## src/rtl/cpu_mem_pkg.sv

```systemverilog
// =============================================================================
// cpu_mem_pkg : shared types and widths for the CPU memory port and RAM
// Revision    : 1.0
// =============================================================================
`default_nettype none

package cpu_mem_pkg;

    localparam int CPU_ADDR_W = 8;
    localparam int CPU_DATA_W = 16;

    typedef enum logic [1:0] {
        IDLE   = 2'd0,
        ACCESS = 2'd1,
        WAIT   = 2'd2,
        RESP   = 2'd3
    } mem_state_t;

    localparam logic OWN_IF = 1'b0;
    localparam logic OWN_LS = 1'b1;

endpackage

`default_nettype wire

```

## src/rtl/mem_port_arbiter.sv

```systemverilog
// =============================================================================
// mem_port_arbiter : shares the single-port RAM between fetch and load/store
// Revision         : 1.0
// =============================================================================
`default_nettype none

module mem_port_arbiter
    import cpu_mem_pkg::*;
#(
    parameter int ADDR_W       = CPU_ADDR_W,
    parameter int DATA_W       = CPU_DATA_W,
    parameter int RD_LAT       = 1,
    parameter int MAX_LS_BURST = 3
) (
    input  logic              clk,
    input  logic              rst,
    input  logic              if_req,
    input  logic [ADDR_W-1:0] if_addr,
    output logic              if_ack,
    output logic [DATA_W-1:0] if_rdata,
    input  logic              ls_req,
    input  logic              ls_we,
    input  logic [ADDR_W-1:0] ls_addr,
    input  logic [DATA_W-1:0] ls_wdata,
    output logic              ls_ack,
    output logic [DATA_W-1:0] ls_rdata,
    output logic              en_ram,
    output logic              wen_ram,
    output logic [ADDR_W-1:0] ram_addr,
    output logic [DATA_W-1:0] ram_wdata,
    input  logic [DATA_W-1:0] ram_rdata,
    output logic              busy,
    output logic              owner
);

    localparam int c_STREAK_W = $clog2(MAX_LS_BURST + 1);
    localparam int c_CNT_W    = 2;
    localparam logic [c_STREAK_W-1:0] c_STREAK_MAX = c_STREAK_W'(MAX_LS_BURST);
    localparam logic [c_CNT_W-1:0]    c_WAIT_LOAD  = c_CNT_W'(RD_LAT - 1);

    mem_state_t              r_state;
    logic                    r_we;
    logic [c_STREAK_W-1:0]   r_streak;
    logic [c_CNT_W-1:0]      r_cnt;

    logic                    w_pick_ls;
    logic                    w_any_req;

    // LS has priority unless it has starved a waiting fetch for a full burst
    always_comb begin
        w_pick_ls = ls_req;
        if (ls_req && if_req) begin
            w_pick_ls = (r_streak != c_STREAK_MAX);
        end
    end

    assign w_any_req = if_req | ls_req;
    assign busy      = (r_state != IDLE);

    always_ff @(posedge clk or negedge rst) begin
        if (!rst) begin
            r_state   <= IDLE;
            r_we      <= 1'b0;
            r_streak  <= '0;
            r_cnt     <= '0;
            owner     <= OWN_IF;
            en_ram    <= 1'b0;
            wen_ram   <= 1'b0;
            ram_addr  <= '0;
            ram_wdata <= '0;
            if_ack    <= 1'b0;
            ls_ack    <= 1'b0;
            if_rdata  <= '0;
            ls_rdata  <= '0;
        end else begin
            // RAM strobes and acks are single-cycle pulses
            en_ram    <= 1'b0;
            wen_ram   <= 1'b0;
            ram_addr  <= '0;
            ram_wdata <= '0;
            if_ack    <= 1'b0;
            ls_ack    <= 1'b0;

            case (r_state)
                IDLE: begin
                    if (w_any_req) begin
                        r_state   <= ACCESS;
                        owner     <= w_pick_ls ? OWN_LS : OWN_IF;
                        r_we      <= w_pick_ls & ls_we;
                        en_ram    <= 1'b1;
                        wen_ram   <= w_pick_ls & ls_we;
                        ram_addr  <= w_pick_ls ? ls_addr : if_addr;
                        ram_wdata <= w_pick_ls ? ls_wdata : '0;
                        if (!w_pick_ls) begin
                            r_streak <= '0;
                        end else if (if_req && (r_streak != c_STREAK_MAX)) begin
                            r_streak <= r_streak + 1'b1;
                        end
                    end
                end

                ACCESS: begin
                    if (r_we) begin
                        r_state <= RESP;
                        ls_ack  <= 1'b1;
                    end else begin
                        r_state <= WAIT;
                        r_cnt   <= c_WAIT_LOAD;
                    end
                end

                WAIT: begin
                    if (r_cnt == '0) begin
                        r_state <= RESP;
                        if (owner == OWN_LS) begin
                            ls_rdata <= ram_rdata;
                            ls_ack   <= 1'b1;
                        end else begin
                            if_rdata <= ram_rdata;
                            if_ack   <= 1'b1;
                        end
                    end else begin
                        r_cnt <= r_cnt - 1'b1;
                    end
                end

                RESP: begin
                    r_state <= IDLE;
                end

                default: begin
                    r_state <= IDLE;
                end
            endcase
        end
    end

endmodule

`default_nettype wire

```

## config.mk

```make
export PLATFORM = sky130hd
export DESIGN_NAME = mem_port_arbiter
export DESIGN_NICKNAME = d
export VERILOG_FILES = /design/src/rtl/cpu_mem_pkg.sv /design/src/rtl/mem_port_arbiter.sv
export SDC_FILE = /design/constraint.sdc
export NUM_CORES = 1
export LEC_CHECK = 0
export CELL_PAD_IN_SITES_DETAIL_PLACEMENT = 0
export CELL_PAD_IN_SITES_GLOBAL_PLACEMENT = 2
export CORE_ASPECT_RATIO = 0.6
export CORE_MARGIN = 3
export CORE_UTILIZATION = 24
export DETAILED_ROUTE_END_ITERATION = 16
export PLACE_DENSITY_LB_ADDON = 0.15
export SYNTH_ARGS = -nofsm -noshare
export SYNTH_HDL_FRONTEND = slang
export SYNTH_SLANG_ARGS = --single-unit
```

## constraint.sdc

```tcl
create_clock -name clk -period 1.6 [get_ports clk]
set_clock_uncertainty 0.15 [all_clocks]
set_input_delay 0.16 -clock clk [delete_from_list [all_inputs] [get_ports clk]]
set_output_delay 0.16 -clock clk [all_outputs]
set_load 0.05 [all_outputs]
```

# == After elaboration in Yosys (flattened, before gate mapping) ==
# Cells that the tools add are included.
# word_totals
input_bits,53
ff_bits,68
# classes
n_eq_ne,9
n_reduce_logical,12
n_mux,28
add_sub_neg,2
n_bitwise,3
# op_table
op,n
$mux 16,3
$mux 8,3
$mux 1,13
$mux 2,6
$reduce_and 3->1,4
$ne 2x2->1 const B,5
$pmux 2 s4,1
$eq 2x2->1 const B,2
$logic_not 2->1,2
$pmux 2 s2,1
$reduce_and 2->1,2
$reduce_bool 2->1,2
$add 2x1->2 const B,1
$eq 2x1->1 const B,1
$logic_and 1x1->1,2
$ne 2x1->1 const B,1
$pmux 1 s2,1
$sub 2x1->2 const B,1
$and 1x1->1,1
$not 1->1,1
$or 1x1->1,1

# == Logic depth before layout (Yosys ltp) ==
# logic_depth
ltp_word,5
depth_mapped,6

# == Worst setup path before layout ==
# OpenSTA, ideal clock, no wires.
# synth_timing
path_kind,register to register
start,reg r_state[0]
end,reg r_state[1]
setup_ns,0.125
required_time_ns,1.325
arrival_ns,1.481
path_buffers,0
setup_slack_ns,-0.157
path_stages_with_launch,6
period_less_slack_ns,1.757
path_cell_list,dfrtp_1 inv_1 ha_1 inv_2 o31a_1 mux2_4
# synth_between
elab_chain_cells,3
word_cells_on_any_way,8
cone_classes,eq/ne: 5; mux: 1; reduce/logical: 2
# synth_rtl
item,line,rtl
start: declaration,mem_port_arbiter.sv:41,mem_state_t r_state;
start signal: assignment,mem_port_arbiter.sv:62,r_state <= IDLE;
start signal: assignment,mem_port_arbiter.sv:87,r_state <= ACCESS;
start signal: assignment,mem_port_arbiter.sv:104,r_state <= RESP;
$eq 2x2->1 or $logic_not 2->1 (tied branches),mem_port_arbiter.sv:84,case (r_state)
$ne 2x2->1 (no source line),-,
$reduce_and 2->1 (no source line),-,
# Parallel ways exist; a longest one is shown, timed or not.
# A chain may end at the register's enable or synchronous reset.

# == Worst setup path in the final report ==
# layout_timing
start,reg r_state[0]
end,reg r_state[0]
# Same word-level chain as after synthesis.

==> results.toml <==
[detailed_routing]
top_layer = "met4"
drt_pass1_iterations = 4
wl_per_cell_um = 15.2
wl_met1_um = 3680
wirelength_um = 7330
wl_met3_um = 539
routed-wl-met2_um = 3030
drc_errors = 0
num_vias = 1995
dr.first_iter.drc_count = 47
ant_nets = 0
vias_per_cell = 4.14

[global_route]
grt_use_total = 0.113
grt_pass1_wl_um = 11000
first_global_vias = 2102
grt_max_degree = 69
grt_overflow_total = 0
antenna_found_initial = 0

[sta]
setup_ws_ns = -0.0243
setup_viol = 1
report.final.slew_viol_count = 0
hold_violations = 0
tightest_slew_ns = 0.386
max_slew_margin = 0.743
finalCritPeriodShare = 1.02
period_needed_ns = 1.62
whs_ns = 0.226
setup_tns_ns = -0.0243
rsz0062_at_grt = "true"
fmax_mhz = 616

[critical_path]
cp_max_fo = 3
critPathRequiredTime_ns = 1.65
cp.arrival_ns = 1.68
rr_startpoint = "r_state[0]"
cp-start-kind = "register"
critPathLaunch = "r_state[0]"
path_class = "reg2reg"
end_kind = "register"

[final_layout]
stdcell_count = 482
area_delta_synth_final_pct = 70.6
nets = 397
layout-drive-gt1-share = 0.440
antenna_cells = 0
fin_area_um2 = 4630

[clock_network]
cts_sinks = 68
cts_root_buf = "clkbuf_16"
cts_buffer_depth = 2
cts_buffers = 9
clk_pin_slew_worst_paths_ns = 0.05
clock_latency_ns = 0.32
cts_tree = "built"
htree_levels = 3

[floorplanning]
start_util = 0.252
fp.dieH_um = 88.4
dieWidth_um = 143
io_pins = 115
die_area_um2 = 12700
rows = 29
design.core.area_um2 = 10800

[synthesis]
yosysWarnings = 0
yosys_most_used_dff = "dfrtp_1"
synth-async-reset-ratio = 1.00
yosysTopAreaCellShare = 0.627
yosysMostFrequentCell = "dfrtp_1"
ys_top_cells_by_count = "dfrtp_1, nand2_1, and2_1"
synthTopCellsByArea = "dfrtp_1, mux2_2, mux2_4"
synth.ff_latch_count = 68
netlist_area_um2 = 2710
synth_top_area_cell = "dfrtp_1"
ys_seq_area_frac = 0.627
synth_edf_count = 0
synth_cell_types = 33
synth_cells = 193
avgSynthCellArea_um2 = 14.1
syn_nets = 252

[run_status]
violations = "setup timing"
status = "complete, but fails checks"

[placed_design]
dp_slack_ns = -0.0710
io_buffers = 114
place_hpwl_um = 5100
dpl_cell_area_um2 = 4050
place_inst = 457
routabilityCongestion = 0.738

[hold_path]
hp-class = "in2async"

[pwr]
p_leak_nw = 2.31
power.density_nw_per_um2 = 2280
ir_worst_vdd_v = 0.00130

[run]
cap_violations = 0
layer usage:
metal  track usage  vias to the layer above
li1              -                      941
met1         0.158                      978
met2         0.161                       68
met3        0.0448                        8
met4        0.0385                        0
met5             0                        -
layout make-up:
cell class                      instances  area [um2]
Clock inverter                          5         108
Multi-Input combinational cell        109        1050
Sequential cell                        68        1700
Tap cell                              139         174
Timing Repair Buffer                  142        1310
Clock buffer                           11         243
Inverter                                8        35.0
Fill cell                            1000        6150
through the flow:
stage	util	total power [mW]
floorplan	-	6.01
global placement	0.375	7.73
detailed placement	0.375	7.76
CTS	0.413	10.2
global route	0.429	11.0
finish	0.429	10.5
worst max-delay path, stage by stage, from the launching register on:
cell and delay [ns]:
dfrtp_1 0.39, inv_2 0.11, ha_4 0.17, inv_6 0.03, o31a_1 0.30, buf_4 0.14
o22a_1 0.20
sequential cells by signal, summed over array words and instances, names as in the netlist:
register	count
if_rdata	16
r_state	2
r_we	1
ram_addr	8
ram_wdata	16
ls_rdata	16
ls_ack	1
wen_ram	1
r_streak	2
en_ram	1
r_cnt	2
if_ack	1
owner	1
power breakdown:
part | leakage (nW) | total (mW) | switching (mW) | internal, mW
sequential | 0.857 | 2.75 | 0.389 | 2.36
clock | 0.170 | 2.31 | 0.738 | 1.57
combinational | 1.28 | 5.48 | 3.16 | 2.32
total | 2.31 | 10.5 | 4.29 | 6.25
cell families after synthesis:
logic type | after synthesis | synth area share
simple gates | 43 | 0.0886
compound gates | 27 | 0.0733
fa+ha+maj | 6 | 0.0277
buf+inv | 16 | 0.0323
mux | 33 | 0.151
flops | 68 | 0.627
cell usage in the layout (no fill, tap or decap), types with 2 or more instances in the layout:
cell type,netlist,layout
a21o_1,3,3
a21oi_1,8,8
and2_1,17,17
buf_12,0,5
buf_4,2,77
buf_6,2,5
bufinv_16,0,3
clkbuf_16,0,11
clkdlybuf4s50_1,0,51
dfrtp_1,68,67
ha_1,6,3
ha_4,0,3
inv_1,7,5
inv_2,1,2
inv_6,0,2
mux2_2,14,3
mux2_4,10,29
nand2_1,20,19
o21ai_0,3,2
o22a_1,2,2
what timing repair did:
item,in CTS,in global routing
resized for setup,3,29
setup buffers,3,3
endpoints found under the setup margin,21,50
gates cloned,0,2
hold endpoints to repair,68,0
hold buffers,1,0
pin swaps,1,2
final timing paths:
kind	endpoint	slack, ns	depth (start not counted)
setup reg to reg	r_state[0]	-0.02	6
setup / recovery	r_state[0]	-0.02	6
max in group asynchronous	owner	0.75	3
min in group clk	ram_addr[7]	0.23	3
hold reg to reg	ls_rdata[8]	0.36	1
hold / removal	if_rdata[11]	0.23	3
Power figures use the tool's default switching activity.
